==> config.mk <==
export PLATFORM = sky130hd
export DESIGN_NAME = pipeline_hazard_ctrl
export DESIGN_NICKNAME = d
export VERILOG_FILES = /design/src/rtl/pipeline_hazard_ctrl.sv
export SDC_FILE = /design/constraint.sdc
export NUM_CORES = 1
export LEC_CHECK = 0
export ABC_AREA = 1
export CORE_UTILIZATION = 41
export CTS_CLUSTER_SIZE = 8
export DETAILED_ROUTE_END_ITERATION = 7
export PLACE_DENSITY = 0.82
export SKIP_CTS_REPAIR_TIMING = 1
export SYNTH_ARGS = -nofsm -noshare
export SYNTH_HDL_FRONTEND = slang
export SYNTH_SLANG_ARGS = --single-unit
==> constraint.sdc <==
create_clock -name clk -period 2.9 [get_ports clk]
set_input_delay 0.58 -clock clk [delete_from_list [all_inputs] [get_ports clk]]
set_output_delay 0.58 -clock clk [all_outputs]
set_load 0.02 [all_outputs]
==> src/rtl/pipeline_hazard_ctrl.sv <==
// pipeline_hazard_ctrl: per-cycle advance/hold/clear control for the
// five-stage RV64 pipeline (load-use bubbles, taken-branch flush, dmem wait).
//
// Parameters:
//   WAIT_MAX  max dmem wait cycles before dmem_timeout is raised
//   CNT_W     width of the performance counters
// Ports:
//   clk, reset (async, active-low)
//   id_rs1, id_rs2, id_uses_rs2    sources of the instruction in IF_ID
//   ex_rd, ex_mem_read             destination / load flag in ID_EX
//   mem_branch, mem_zero, mem_req  EX_MEM branch, ALU zero, mem access
//   dmem_ready                     data memory completed the request
//   pc_write, if_id_write          PC / IF_ID load enables
//   if_id_flush, id_ex_flush,
//   ex_mem_flush                   synchronous clear to NOP
//   pc_src                         PC takes the branch target
//   pipe_hold                      ID_EX, EX_MEM, MEM_WB hold
//   dmem_timeout                   sticky memory timeout flag
//   stall_cnt, flush_cnt           perf counters (HAZARD_PERF_CNT_EN only)
// Build option: define HAZARD_PERF_CNT_EN to add the saturating counters.

module pipeline_hazard_ctrl #(
    parameter int unsigned WAIT_MAX = 15,
    parameter int unsigned CNT_W    = 32
) (
    input  logic       clk,
    input  logic       reset,
    input  logic [4:0] id_rs1,
    input  logic [4:0] id_rs2,
    input  logic       id_uses_rs2,
    input  logic [4:0] ex_rd,
    input  logic       ex_mem_read,
    input  logic       mem_branch,
    input  logic       mem_zero,
    input  logic       mem_req,
    input  logic       dmem_ready,
    output logic       pc_write,
    output logic       if_id_write,
    output logic       if_id_flush,
    output logic       id_ex_flush,
    output logic       ex_mem_flush,
    output logic       pc_src,
    output logic       pipe_hold,
    output logic       dmem_timeout
`ifdef HAZARD_PERF_CNT_EN
    ,
    output logic [CNT_W-1:0] stall_cnt,
    output logic [CNT_W-1:0] flush_cnt
`endif
);

    localparam int WW = (WAIT_MAX < 1) ? 1 : $clog2(WAIT_MAX + 1);
    localparam logic [WW-1:0] WAIT_LIM = WW'(WAIT_MAX);

    typedef enum logic [1:0] {
        RUN      = 2'd0,
        MEM_WAIT = 2'd1,
        ERROR    = 2'd2
    } state_e;

    state_e        state_q, state_d;
    logic [WW-1:0] wait_q, wait_d;
    logic          timeout_q, timeout_d;

    logic load_use;
    logic taken;
    logic mem_stall;

    assign load_use  = ex_mem_read && (ex_rd != 5'd0) &&
                       ((ex_rd == id_rs1) ||
                        (id_uses_rs2 && (ex_rd == id_rs2)));
    assign taken     = mem_branch && mem_zero;
    assign mem_stall = mem_req && !dmem_ready;

    assign dmem_timeout = timeout_q;

    always_comb begin
        state_d      = state_q;
        wait_d       = wait_q;
        timeout_d    = timeout_q;
        pc_write     = 1'b1;
        if_id_write  = 1'b1;
        if_id_flush  = 1'b0;
        id_ex_flush  = 1'b0;
        ex_mem_flush = 1'b0;
        pc_src       = 1'b0;
        pipe_hold    = 1'b0;

        if (state_q == ERROR) begin
            pc_write    = 1'b0;
            if_id_write = 1'b0;
            pipe_hold   = 1'b1;
        end else if (mem_stall) begin
            pc_write    = 1'b0;
            if_id_write = 1'b0;
            pipe_hold   = 1'b1;
            // Counter already at the limit and memory still busy: give up.
            if (wait_q == WAIT_LIM) begin
                state_d   = ERROR;
                timeout_d = 1'b1;
            end else begin
                state_d = MEM_WAIT;
                wait_d  = wait_q + 1'b1;
            end
        end else begin
            state_d = RUN;
            wait_d  = '0;
            // Branch kills the wrong-path consumer, so load-use is moot.
            if (taken) begin
                pc_src       = 1'b1;
                if_id_flush  = 1'b1;
                id_ex_flush  = 1'b1;
                ex_mem_flush = 1'b1;
            end else if (load_use) begin
                pc_write    = 1'b0;
                if_id_write = 1'b0;
                id_ex_flush = 1'b1;
            end
        end

        // Hold every register in a cleared NOP state during reset.
        if (!reset) begin
            pc_write     = 1'b0;
            if_id_write  = 1'b0;
            pipe_hold    = 1'b0;
            if_id_flush  = 1'b1;
            id_ex_flush  = 1'b1;
            ex_mem_flush = 1'b1;
            pc_src       = 1'b0;
        end
    end

    always_ff @(posedge clk or negedge reset) begin
        if (!reset) begin
            state_q   <= RUN;
            wait_q    <= '0;
            timeout_q <= 1'b0;
        end else begin
            state_q   <= state_d;
            wait_q    <= wait_d;
            timeout_q <= timeout_d;
        end
    end

`ifdef HAZARD_PERF_CNT_EN
    logic             stall_inc;
    logic             flush_inc;
    logic [CNT_W-1:0] stall_cnt_q, stall_cnt_d;
    logic [CNT_W-1:0] flush_cnt_q, flush_cnt_d;

    always_comb begin
        stall_inc   = 1'b0;
        flush_inc   = 1'b0;
        stall_cnt_d = stall_cnt_q;
        flush_cnt_d = flush_cnt_q;
        if (state_q != ERROR) begin
            stall_inc = mem_stall || (!taken && load_use);
            flush_inc = !mem_stall && taken;
        end
        if (stall_inc && (stall_cnt_q != '1)) begin
            stall_cnt_d = stall_cnt_q + 1'b1;
        end
        if (flush_inc && (flush_cnt_q != '1)) begin
            flush_cnt_d = flush_cnt_q + 1'b1;
        end
    end

    always_ff @(posedge clk or negedge reset) begin
        if (!reset) begin
            stall_cnt_q <= '0;
            flush_cnt_q <= '0;
        end else begin
            stall_cnt_q <= stall_cnt_d;
            flush_cnt_q <= flush_cnt_d;
        end
    end

    assign stall_cnt = stall_cnt_q;
    assign flush_cnt = flush_cnt_q;
`endif

endmodule
==> out/results.tsv <==
stage	metric	value	unit
outcome	status	completed	
final_layout	most common cell after layout, fill and taps aside	nand2_1	
grt	first-pass GRT wire length	2040	um
floorplan	Die Area	1630	um^2
grt	largest net degree at the start of global routing	8	
run	max_cap viols	0	
final_layout	nets	162	
timing	endpoints failing setup	0	
worst_setup_path	CP startpoint	mem_req	
cts	CTS sink cnt	7	
worst_hold_path	hold crit path type	reg2reg	
worst_setup_path	startpoint types	primary input	
placement	routability congestion estimate	0.731	
floorplan	Initial Util	45.2	%
floorplan	core area	1330	um^2
pwr	Power Dens Cells	298	nW/um^2
detailed_routing	DRT Pass-1 Iters	4	
cts	clock transition at the registers of the reported paths	0.05	ns
synth	synth unique cells	17	
detailed_routing	Post-Route WL	1360	um
final_layout	Area Growth Syn to Fin	57.3	%
timing	clk_skew	0.00689	ns
worst_setup_path	CP Capture Type	primary output	
worst_setup_path	Critical Path Sink	ex_mem_flush	
final_layout	share of layout cells above drive strength 1	5.84	%
pwr	total power	0.000283	W
timing	final period utilization	95.7	%
synth	number of synthesized register bits	7	
timing	worst-margin pin slew	0.227	ns
pwr	leakage power	0.562	nW
grt	initial antenna violation count	0	
detailed_routing	drt initial violations	11	
timing	minimum clock period	2.77	ns
pwr	Max VDD drop	249	uV
worst_setup_path	Worst EP required	2.32	ns
placement	detailed placement HPWL	1100	um
cts	CTS tree	yes	
cts	root buf cell	clkbuf_4	
synth	Net Count, Synth	128	
worst_setup_path	RR Startpoint	wait_q[0]	
detailed_routing	post-route DRC violation count	0	
worst_setup_path	critical path class	in2out	
timing	Final Hold Fails	0	
floorplan	Ports	31	
worst_setup_path	reg2reg path depth	7	
final_layout	n_diodes	0	
detailed_routing	average wire per standard cell	8.97	um
floorplan	die height	40.4	um
synth	Cells after Synth	104	
worst_setup_path	Crit Reg-Reg Endpoint	wait_q[2]	
detailed_routing	Routed Antenna Nets	0	
synth	post-synthesis sequential area ratio	29.0	%
timing	setup TNS	0	ns
synth	YS warnings	0	
worst_hold_path	worst hold stages	1	
timing	unrepaired setup endpoints after global routing	no	
timing	slew margin rel.	84.9	%
worst_setup_path	R2R Setup Slk	1.66	ns
floorplan	Die Wd	40.4	um
timing	Achievable Freq	360	MHz
cts	CTS Buf Count	3	
floorplan	Rows	13	
cts	worst-case clock buffer depth	2	
placement	input/output buffers	30	
final_layout	commonest cells after routing, fill and taps aside	nand2_1, clkdlybuf4s50_1, inv_1	
cts	Skew-Pair Late Insertion Delay	0.25	ns
grt	Overflow after GRT	0	
grt	vias in the first global route	546	
synth	cell area after synthesis	603	um^2
synth	syn_area_per_cell	5.80	um^2
detailed_routing	via count	662	
detailed_routing	DR vias/cell	4.36	
grt	Total GRT Usage	18.9	%
timing	Pins Over Slew Limit	0	
worst_setup_path	Worst EP arrival	2.19	ns
worst_setup_path	crit-path max FO	3	
cts	# H-tree levels	1	
## worst min-delay path by stage
| stage | slack, ns | end | from |
|---|---|---|---|
| 2_1_floorplan | 0.28 | dmem_timeout | reset |
| 6_report | 0.46 | dmem_timeout | dmem_timeout |
| 4_1_cts | 0.46 | dmem_timeout | dmem_timeout |
| 3_5_place_dp | 0.45 | dmem_timeout | dmem_timeout |
| 5_1_grt | 0.52 | dmem_timeout | dmem_timeout |
| 3_3_place_gp | 0.45 | dmem_timeout | dmem_timeout |
## worst max-delay path: stages
cell and delay, ns:
clkdlybuf4s50_1 0.45, inv_1 0.03, nor2_1 0.11, inv_1 0.08, nand2_1 0.08, inv_1 0.07, a21oi_1 0.17, inv_1 0.08
clkdlybuf4s50_1 0.54
## cells in the mapped netlist, drive strengths merged
cell   count  share of area [%]
xor2       1                1.5
buf        2                2.5
inv       26                 16
nand3      6                5.0
nor2      11                8.1
a21oi      1               0.83
nand2     40                 25
o21ai      4                3.3
nand4      1                1.0
ha         1                2.1
dfrtp      7                 29
nor3       1                1.7
xnor2      2                2.9
or2        1                1.0
## per-stage QoR
stage / util, % / cells / instance area [um^2] / hold WS [ns] / setup slack (ns)
global placement: 68.6 / 148 / 915 / 0.451 / 0.0424
global route: 71.1 / 152 / 948 / 0.523 / 0.00973
CTS: 70.5 / 152 / 941 / 0.463 / 0.0237
finish: 71.1 / 152 / 948 / 0.460 / 0.126
detailed placement: 68.6 / 148 / 915 / 0.452 / 0.0248
floorplan: - / 104 / 603 / 0.284 / 0.952
## registers in the layout, summed over array words and instances, names as in the netlist
name,cells
wait_q,4
state_q,2
dmem_timeout,1
## logic make-up (layout without fill, tap and decap cells)
| group | Yosys count | after routing | synth area share [%] |
|---|---|---|---|
| xor+xnor | 3 | 3 | 4.36 |
| buf+inv | 28 | 61 | 18.7 |
| simple gates | 60 | 60 | 41.7 |
| flops | 7 | 7 | 29.0 |
| fa+ha+maj | 1 | 1 | 2.07 |
| compound gates | 5 | 5 | 4.15 |
## final cells by class
cell class / instances / area [um^2]
fillers: 113 / 385
inverters: 26 / 97.6
clock buffers: 4 / 26.3
repair buffers: 31 / 315
flip-flops and latches: 7 / 175
well taps: 15 / 18.8
multi-input cells: 69 / 315
## report_power, final
part	total (W)	internal, W	switching [W]	leakage [nW]
sequential	0.000103	0.000101	0.00000245	0.0946
combinational	0.0000944	0.0000515	0.0000429	0.452
clock	0.0000854	0.0000523	0.0000331	0.0150
total	0.000283	0.000205	0.0000784	0.562
## metal layers
layer | share of wire, % | routed length (um) | GRT usage [%]
met1 | 47 | 646 | 23.3
met2 | 47 | 638 | 33.3
met3 | 5.4 | 74 | 3.33
met4 | 0.37 | 5 | 5.00
met5 | 0 | 0 | 0
Power figures use the tool's default switching activity.
